$ cat src/rtl/br_flow_arb_wrr.sv
// Weighted round-robin arbiter.
// Holds the current owner and its burst count. The owner keeps the grant
// for up to eff_w consecutive transfers, then the grant rotates to the next
// valid flow. Decisions are only committed when the consumer can accept.
module br_flow_arb_wrr #(
    parameter  int NumFlows    = 2,
    parameter  int WeightWidth = 4,
    localparam int IdxWidth    = $clog2(NumFlows)
) (
    input  logic                                clk,
    input  logic                                rst,
    input  logic                                can_accept,
    input  logic [NumFlows-1:0]                 push_valid,
    input  logic [NumFlows-1:0][WeightWidth-1:0] cfg_weight,
    output logic [NumFlows-1:0]                 grant,
    output logic [IdxWidth-1:0]                 grant_idx
);

    typedef logic [IdxWidth-1:0] flow_idx_t;

    flow_idx_t              owner;
    logic [WeightWidth-1:0] burst_cnt;
    logic [WeightWidth-1:0] eff_w;
    logic                   any_valid;
    logic                   stay;
    logic                   found;
    flow_idx_t              rot_idx;
    flow_idx_t              cand_idx;
    int                     cand;

    if (NumFlows < 2) begin : g_bad_num_flows
        $error("br_flow_arb_wrr: NumFlows must be >= 2");
    end
    if (WeightWidth < 1) begin : g_bad_weight_width
        $error("br_flow_arb_wrr: WeightWidth must be >= 1");
    end

    // Stay-or-rotate grant decision from the owner's weight and the valid vector.
    always_comb begin
        // NOTE: every output gets a default before any branch so no latch is inferred.
        eff_w     = (cfg_weight[owner] == '0) ? WeightWidth'(1) : cfg_weight[owner];
        any_valid = |push_valid;
        // burst_cnt == 0 only after reset: no flow holds a burst yet, so the
        // first decision is a rotate starting at owner+1 (flow 0).
        stay      = push_valid[owner] && (burst_cnt != '0) && (burst_cnt < eff_w);
        found     = 1'b0;
        rot_idx   = owner;
        cand      = 0;
        cand_idx  = '0;
        // Scan owner+1 .. owner+NumFlows (wrapping), so the owner itself is last.
        for (int k = 1; k <= NumFlows; k++) begin
            cand = int'(owner) + k;
            if (cand >= NumFlows) begin
                cand = cand - NumFlows;
            end
            cand_idx = flow_idx_t'(cand);
            if (!found && push_valid[cand_idx]) begin
                found   = 1'b1;
                rot_idx = cand_idx;
            end
        end
        grant_idx = stay ? owner : rot_idx;
        grant     = (can_accept && any_valid) ? (NumFlows'(1) << grant_idx) : '0;
    end

    // Commit owner and burst count only when a grant actually transfers.
    always_ff @(posedge clk) begin
        // NOTE: sequential state uses non-blocking assignments so every flop samples pre-edge values.
        if (!rst) begin
            owner     <= flow_idx_t'(NumFlows - 1);
            burst_cnt <= '0;
        end else if (can_accept && any_valid) begin
            if (stay) begin
                burst_cnt <= burst_cnt + WeightWidth'(1);
            end else begin
                owner     <= rot_idx;
                burst_cnt <= WeightWidth'(1);
            end
        end
    end

    cov_weight_exhausted: cover property (@(posedge clk) disable iff (!rst)
        can_accept && push_valid[owner] && (burst_cnt != '0) && !stay);

endmodule

$ cat src/rtl/br_flow_mux_wrr_reg.sv
// Flow-controlled WRR multiplexer with a registered 1-entry pop stage.
// The arbiter picks a flow, the selected payload is loaded into the output
// register whenever it is empty or being drained, giving 1 transfer/cycle.
module br_flow_mux_wrr_reg #(
    parameter  int NumFlows    = 2,
    parameter  int DataWidth   = 1,
    parameter  int WeightWidth = 4,
    localparam int IdxWidth    = $clog2(NumFlows)
) (
    input  logic                                 clk,
    input  logic                                 rst,
    input  logic [NumFlows-1:0][WeightWidth-1:0] cfg_weight,
    output logic [NumFlows-1:0]                  push_ready,
    input  logic [NumFlows-1:0]                  push_valid,
    input  logic [NumFlows-1:0][DataWidth-1:0]   push_data,
    input  logic                                 pop_ready,
    output logic                                 pop_valid,
    output logic [DataWidth-1:0]                 pop_data,
    output logic [IdxWidth-1:0]                  pop_flow_id
);

    logic                can_accept;
    logic [NumFlows-1:0] grant;
    logic [IdxWidth-1:0] grant_idx;
    logic                grant_any;

    if (NumFlows < 2) begin : g_bad_num_flows
        $error("br_flow_mux_wrr_reg: NumFlows must be >= 2");
    end
    if (DataWidth < 1) begin : g_bad_data_width
        $error("br_flow_mux_wrr_reg: DataWidth must be >= 1");
    end
    if (WeightWidth < 1) begin : g_bad_weight_width
        $error("br_flow_mux_wrr_reg: WeightWidth must be >= 1");
    end

    // Nothing is accepted while reset is asserted: the entry would be discarded anyway.
    assign can_accept = rst && (!pop_valid || pop_ready);
    assign grant_any  = |grant;
    assign push_ready = grant;

    br_flow_arb_wrr #(
        .NumFlows    (NumFlows),
        .WeightWidth (WeightWidth)
    ) u_arb (
        .clk        (clk),
        .rst        (rst),
        .can_accept (can_accept),
        .push_valid (push_valid),
        .cfg_weight (cfg_weight),
        .grant      (grant),
        .grant_idx  (grant_idx)
    );

    // Output register: load on a grant, drain when the consumer takes the entry.
    always_ff @(posedge clk) begin
        if (!rst) begin
            pop_valid   <= 1'b0;
            pop_data    <= '0;
            pop_flow_id <= '0;
        end else if (can_accept) begin
            pop_valid <= grant_any;
            if (grant_any) begin
                pop_data    <= push_data[grant_idx];
                pop_flow_id <= grant_idx;
            end
        end
    end

    ast_push_ready_onehot0: assert property (@(posedge clk) disable iff (!rst)
        $onehot0(push_ready));

    ast_pop_stable: assert property (@(posedge clk) disable iff (!rst)
        pop_valid && !pop_ready |=> pop_valid && $stable(pop_data) && $stable(pop_flow_id));

    for (genvar i = 0; i < NumFlows; i++) begin : g_cov_flow
        cov_flow_granted: cover property (@(posedge clk) disable iff (!rst)
            push_ready[i] && push_valid[i]);
    end

endmodule

$ cat config.mk
export PLATFORM = sky130hd
export DESIGN_NAME = br_flow_mux_wrr_reg
export DESIGN_NICKNAME = d
export VERILOG_FILES = /design/src/rtl/br_flow_arb_wrr.sv /design/src/rtl/br_flow_mux_wrr_reg.sv
export SDC_FILE = /design/constraint.sdc
export NUM_CORES = 1
export LEC_CHECK = 0
export ABC_AREA = 1
export BUFFER_PORTS_ARGS = -buffer_cell sky130_fd_sc_hd__buf_2
export CORE_MARGIN = 5
export CORE_UTILIZATION = 49
export CTS_CLUSTER_DIAMETER = 150
export CTS_CLUSTER_SIZE = 20
export DETAILED_ROUTE_END_ITERATION = 8
export HOLD_SLACK_MARGIN = 0.05
export PLACE_DENSITY = 0.8
export SYNTH_ARGS = -nofsm -noshare
export SYNTH_HDL_FRONTEND = slang
export SYNTH_HIERARCHICAL = 1
export SYNTH_SLANG_ARGS = --single-unit
$ cat constraint.sdc
create_clock -name clk -period 2.8 [get_ports clk]
set_input_delay 0.28 -clock clk [delete_from_list [all_inputs] [get_ports clk]]
set_output_delay 0.28 -clock clk [all_outputs]
set_load 0.1 [all_outputs]
======== Word-level counts from Yosys, hierarchy flattened ========
Cells that the tools add are included.
Widths: inputs -> output; s select.
word-level totals
  logic and storage cells ................. 50
  register bits after elaboration ......... 8
cells by class
  shift operators ......................... 1
  mux-type cells .......................... 19
  order comparisons ....................... 7
  $add $sub $neg .......................... 5
  reduce and logical (&&, ||, !) cells .... 13
operators with widths
  kind                 count
  $mux 4               4
  $mux 1               14
  $lt 1x2->1 const B   4
  $logic_and 1x1->1    5
  $add 4x1->4 const B  1
  $logic_not 4->1      1
  $lt 4x4->1           1
  $reduce_bool 4->1    1
  $reduce_or 2->1      2
  $add 1x2->3 const B  1
  $ge 3x2->1 const B   1
  $add 1x1->2 const B  1
  $ge 2x2->1 const B   1
  $logic_not 1->1      2
  $mux 2               1
  $reduce_and 2->1     1
  $shl 1x1->2 const A  1
  $sub 1x1->1 const B  2
  $logic_or 1x1->1     1

======== Logic depth before layout (Yosys ltp) ========
  depth in word-level cells ............... 14
  gate-level depth with buffers ........... 20

======== Hierarchy ========
The synthesis kept the hierarchy.
by module, submodules not included
  module               area each (um^2)  instances  sequential area each (um^2)  cells each
  br_flow_arb_wrr      528.0             1          100.1                        82
  br_flow_mux_wrr_reg  150.1             1          60.1                         23

======== Worst setup path after synthesis ========
OpenSTA, ideal clock, no wires.
  kind .................................... register to register
  start ................................... register u_arb.owner
  end ..................................... register pop_flow_id
  period minus slack after synthesis ...... 2.934 ns
  stages on the path, launching flop included .. 18
  path slack .............................. -0.134 ns
  arrival ................................. 2.809 ns
  library setup time ...................... 0.125 ns
  cells stage by stage .................... dfxtp_1 -> buf_6 -> clkinv_4 -> nand2_1 -> nand2_2 -> ha_1 -> nand2_1 -> o21ai_0 -> nor4_4 -> nand2_4 -> nand2_2 -> nand2_2 -> nor2_2 -> inv_1 -> nand2_1 -> nand3_2 -> nand3_1 -> o21ai_0
on the way
  cells in the longest elaborated chain, start to end .. 14
RTL lines
  item                                                                 line                       RTL
  start: declaration                                                   br_flow_arb_wrr.sv:21      flow_idx_t owner;
  start signal: assignment                                             br_flow_arb_wrr.sv:70      owner <= flow_idx_t'(NumFlows - 1);
  start signal: assignment                                             br_flow_arb_wrr.sv:76      owner <= rot_idx;
  parallel branches: the longest is 9 deep, another holds $add 1x2->3  n/a
  $mux 1 (*)                                                           br_flow_arb_wrr.sv:62      grant_idx = stay ? owner : rot_idx;
  net grant_idx                                                        br_flow_mux_wrr_reg.sv:24  logic [IdxWidth-1:0] grant_idx;
  $shl 1x1->2 (*)                                                      br_flow_arb_wrr.sv:63      grant = (can_accept && any_valid) ? (NumFlows'(1) << grant_idx) : '0;
  $mux 2 (*)                                                           br_flow_arb_wrr.sv:63
  net push_ready[0]                                                    br_flow_mux_wrr_reg.sv:13  output logic [NumFlows-1:0] push_ready,
  $reduce_or 2->1 (*)                                                  br_flow_mux_wrr_reg.sv:39  assign grant_any = |grant;
  $reduce_and 2->1 (no line) (*)                                       n/a
  end signal: assignment                                               br_flow_mux_wrr_reg.sv:65  pop_flow_id <= grant_idx;
  end: declaration                                                     br_flow_mux_wrr_reg.sv:19  output logic [IdxWidth-1:0] pop_flow_id
Mark *: on every way through the listed nets, which the timed path passes. The select of a mux whose other input is x is not followed.
A chain may end at the register's enable or synchronous reset.

======== Final worst setup path ========
  start ................................... register u_arb.owner
  end ..................................... output push_ready[1]
on the way
  cells in the longest elaborated chain, start to end .. 12
RTL lines
  item                                                                 line
  parallel branches: the longest is 9 deep, another holds $add 1x2->3  n/a
  $mux 1 (*)                                                           br_flow_arb_wrr.sv:62
  $shl 1x1->2 (*)                                                      br_flow_arb_wrr.sv:63
  $mux 2 (*)                                                           br_flow_arb_wrr.sv:63
  end: declaration                                                     br_flow_mux_wrr_reg.sv:13
Mark *: on every way between the ends. The select of a mux whose other input is x is not followed.

==> impl_metrics.json <==
{
  "cpLargestDelayFamily": "simple AND/OR/NAND/NOR gates",
  "core-area_mm2": 0.00130,
  "fin_cells": 141,
  "crit_buf_inv": 3,
  "pwr-share-clk_pct": 22.4,
  "p_leak_nw": 0.460,
  "antenna_left": 0,
  "dr.first_iter.drc_count": 21,
  "syn_nets": 125,
  "initial_core_util_pct": 52.1,
  "worstHoldStart": "rst",
  "p_int_uw": 220,
  "dp.cells": 138,
  "ys_ff_latch": 8,
  "worstSetupPathType": "register to output pin",
  "wl_um": 1430,
  "critical_path.max_fanout": 8,
  "insertion_delay_ns": 0.26,
  "cts_hold_buf": 0,
  "cp_cell_sequence": "clkinv_4 -> nand2_1 -> nand2_2 -> ha_1 -> nand2_1 -> o21ai_0 -> nor4_4 -> nand2_4 -> nand2_2 -> nand3_2 -> inv_1 -> buf_4",
  "drv_slew": 0,
  "hold_class": "input pin to register",
  "synth_cells": 105,
  "cts_setup_buffers": 0,
  "crit_start": "u_arb/owner$_SDFFE_PN1P_",
  "clock.fmax_mhz": 381,
  "clkTransAtPathRegs_ns": 0.06,
  "fin_crit_ns": 2.63,
  "wl_per_cell_um": 10.1,
  "vias": 667,
  "grt_usage_pct": 15.2,
  "setup_viol_count_final": 0,
  "cts_made_buffers": 3,
  "finalSetupTns_ns": 0,
  "switching_share_pct": 43.7,
  "cap_violations": 0,
  "io_pins": 20,
  "ir_drop_mv": 0.265,
  "cts_tree": "yes",
  "gr-total-overflow": 0,
  "max_stage_delay_ns": 0.43,
  "layout.nets": 148,
  "cp-end-kind": "output pin",
  "crit_arrival_ns": 2.35,
  "skew_ns": 0.0116,
  "first_global_vias": 620,
  "drc_errors": 0,
  "critPathLaunchType": "register",
  "drive_gt1_share_pct": 29.4,
  "p_seq_share_pct": 33.5,
  "grt_pass1_wl_um": 2390,
  "die-area_mm2": 0.00223,
  "die_w_um": 47.2,
  "mostFrequentLayoutCell": "nand2_1",
  "die_y_um": 47.2,
  "num_rows": 13,
  "power.density_mw_per_mm2": 473,
  "pwr-share-comb_pct": 44.1,
  "finalHoldViolations": 0,
  "most-common-layout-cells": "nand2_1 (28), inv_1 (22), buf_2 (17)",
  "tightest_slew_ns": 0.486,
  "first_pass_iters": 4,
  "antenna_cells": 0,
  "switchingPower_uw": 171,
  "r2r-start": "u_arb/owner$_SDFFE_PN1P_",
  "fin_crit_sh_pct": 93.8,
  "post-dp-hpwl_um": 1220,
  "viasPerCell": 4.73,
  "ys_types": 21,
  "rsz0062_at_grt": "no",
  "gp_congestion": 0.919,
  "status": "completed",
  "clk_path_buf_depth": 2,
  "slew_headroom_pct": 67.8,
  "grt_max_degree": 9,
  "slowest_stage": "dfxtp_2",
  "synth_area_per_cell_um2": 6.46,
  "cts_htree_levels": 1,
  "numPortBuffers": 19,
  "cts_root_buffer": "clkbuf_4",
  "syn_area_um2": 678,
  "antenna_found_initial": 0,
  "required_ns": 2.52,
  "clock-sinks": 8,
  "yosysWarnings": 6,
  "area_delta_synth_final_pct": 22.0,
  "synth-seq-area-share_pct": 23.6
}
## power groups by stage
stage | Clock [mW] | Combinational, mW | Sequential, mW
after global placement | 0 | 0.170 | 0.132
after detailed placement | 0 | 0.172 | 0.133
final | 0.0878 | 0.172 | 0.131
after CTS | 0.0935 | 0.173 | 0.131
after floorplan | 0 | 0.101 | 0.168
after global routing | 0.0999 | 0.189 | 0.132
## worst register-to-register path, stage by stage, from the launching register on
cell      delay (ns)
dfxtp_2         0.43
clkinv_4        0.11
nand2_1         0.08
nand2_2         0.06
ha_1            0.29
nand2_1         0.06
o21ai_0         0.13
nor4_4          0.31
nand2_4         0.12
nand2_2         0.08
nand2_2         0.07
nor2_4          0.11
inv_1           0.06
nand2_1         0.07
nand3_2         0.09
nor2_1          0.10
nor2_1          0.05
## timing repair
| item | in CTS | in global routing |
|---|---|---|
| setup endpoints to repair | 1 | 2 |
| cloned | 0 | 0 |
| pin swaps | 0 | 0 |
| resized for setup | 1 | 1 |
## flip-flops by register name, summed over array words and instances (netlist names)
signal / flops
pop_data: 1
u_arb/owner: 1
u_arb/burst_cnt: 4
pop_valid: 1
pop_flow_id: 1
## cell usage after synthesis
master | number | area, um^2
nand2_1 | 28 | 105
nand2_4 | 1 | 11.3
nand3_2 | 2 | 20.0
a21oi_1 | 6 | 30.0
nand2_2 | 7 | 43.8
nor4_4 | 1 | 21.3
buf_6 | 1 | 11.3
o21ai_2 | 1 | 8.76
nor2_1 | 4 | 15.0
nand3b_1 | 1 | 7.51
clkinv_4 | 1 | 8.76
inv_1 | 22 | 82.6
o21ai_1 | 2 | 10.0
ha_1 | 5 | 62.6
dfxtp_1 | 8 | 160
o21ai_0 | 3 | 15.0
nor2_2 | 1 | 6.26
nor3_1 | 1 | 5.00
a31oi_1 | 1 | 6.26
nand3_1 | 7 | 35.0
or2_0 | 2 | 12.5
## cell type report
class                      instances  area (um^2)
fill                             133          474
multi-input combinational         73          420
sequential                         8          161
timing repair buffer              19          113
inverter                          23         91.3
clock buffer                       3         22.5
tap                               15         18.8
## per-stage QoR
stage / utilization (%) / area [um^2] / hold slack (ns) / worst slack [ns] / power, mW
global placement: 61.5 / 801 / 0.457 / 0.316 / 0.302
finish: 63.6 / 827 / 0.316 / 0.174 / 0.391
floorplan: - / 683 / 0.400 / 0.0825 / 0.270
detailed placement: 61.5 / 801 / 0.466 / 0.228 / 0.305
global route: 63.6 / 827 / 0.324 / 0.0531 / 0.421
CTS: 63.5 / 826 / 0.308 / 0.0453 / 0.397
## logic make-up after synthesis
logic type | share of synthesized area, %
and+or+nand+nor | 41.7
buffers and inverters | 15.1
AOI/OAI and AO/OA | 10.3
DFF | 23.6
adders and majority gates | 9.23
## layer usage
layer  track usage, %  share of wire [%]  vias up
met2             27.1                 51       16
li1                 -                  -      366
met5                0                  0        -
met3             5.75                5.8        0
met4             3.31                  0        0
met1             17.0                 43      285
## path summary, 6_finish.rpt
kind                                    to  slack [ns]  cells past startpoint
setup / recovery             push_ready[1]        0.17                     12
hold / removal       pop_data$_SDFFE_PN0P_        0.32                      3
setup reg to reg     pop_data$_SDFFE_PN0P_        0.47                     16
hold reg to reg   pop_flow_id$_SDFFE_PN0P_        0.48                      2
Power figures use the tool's default switching activity.
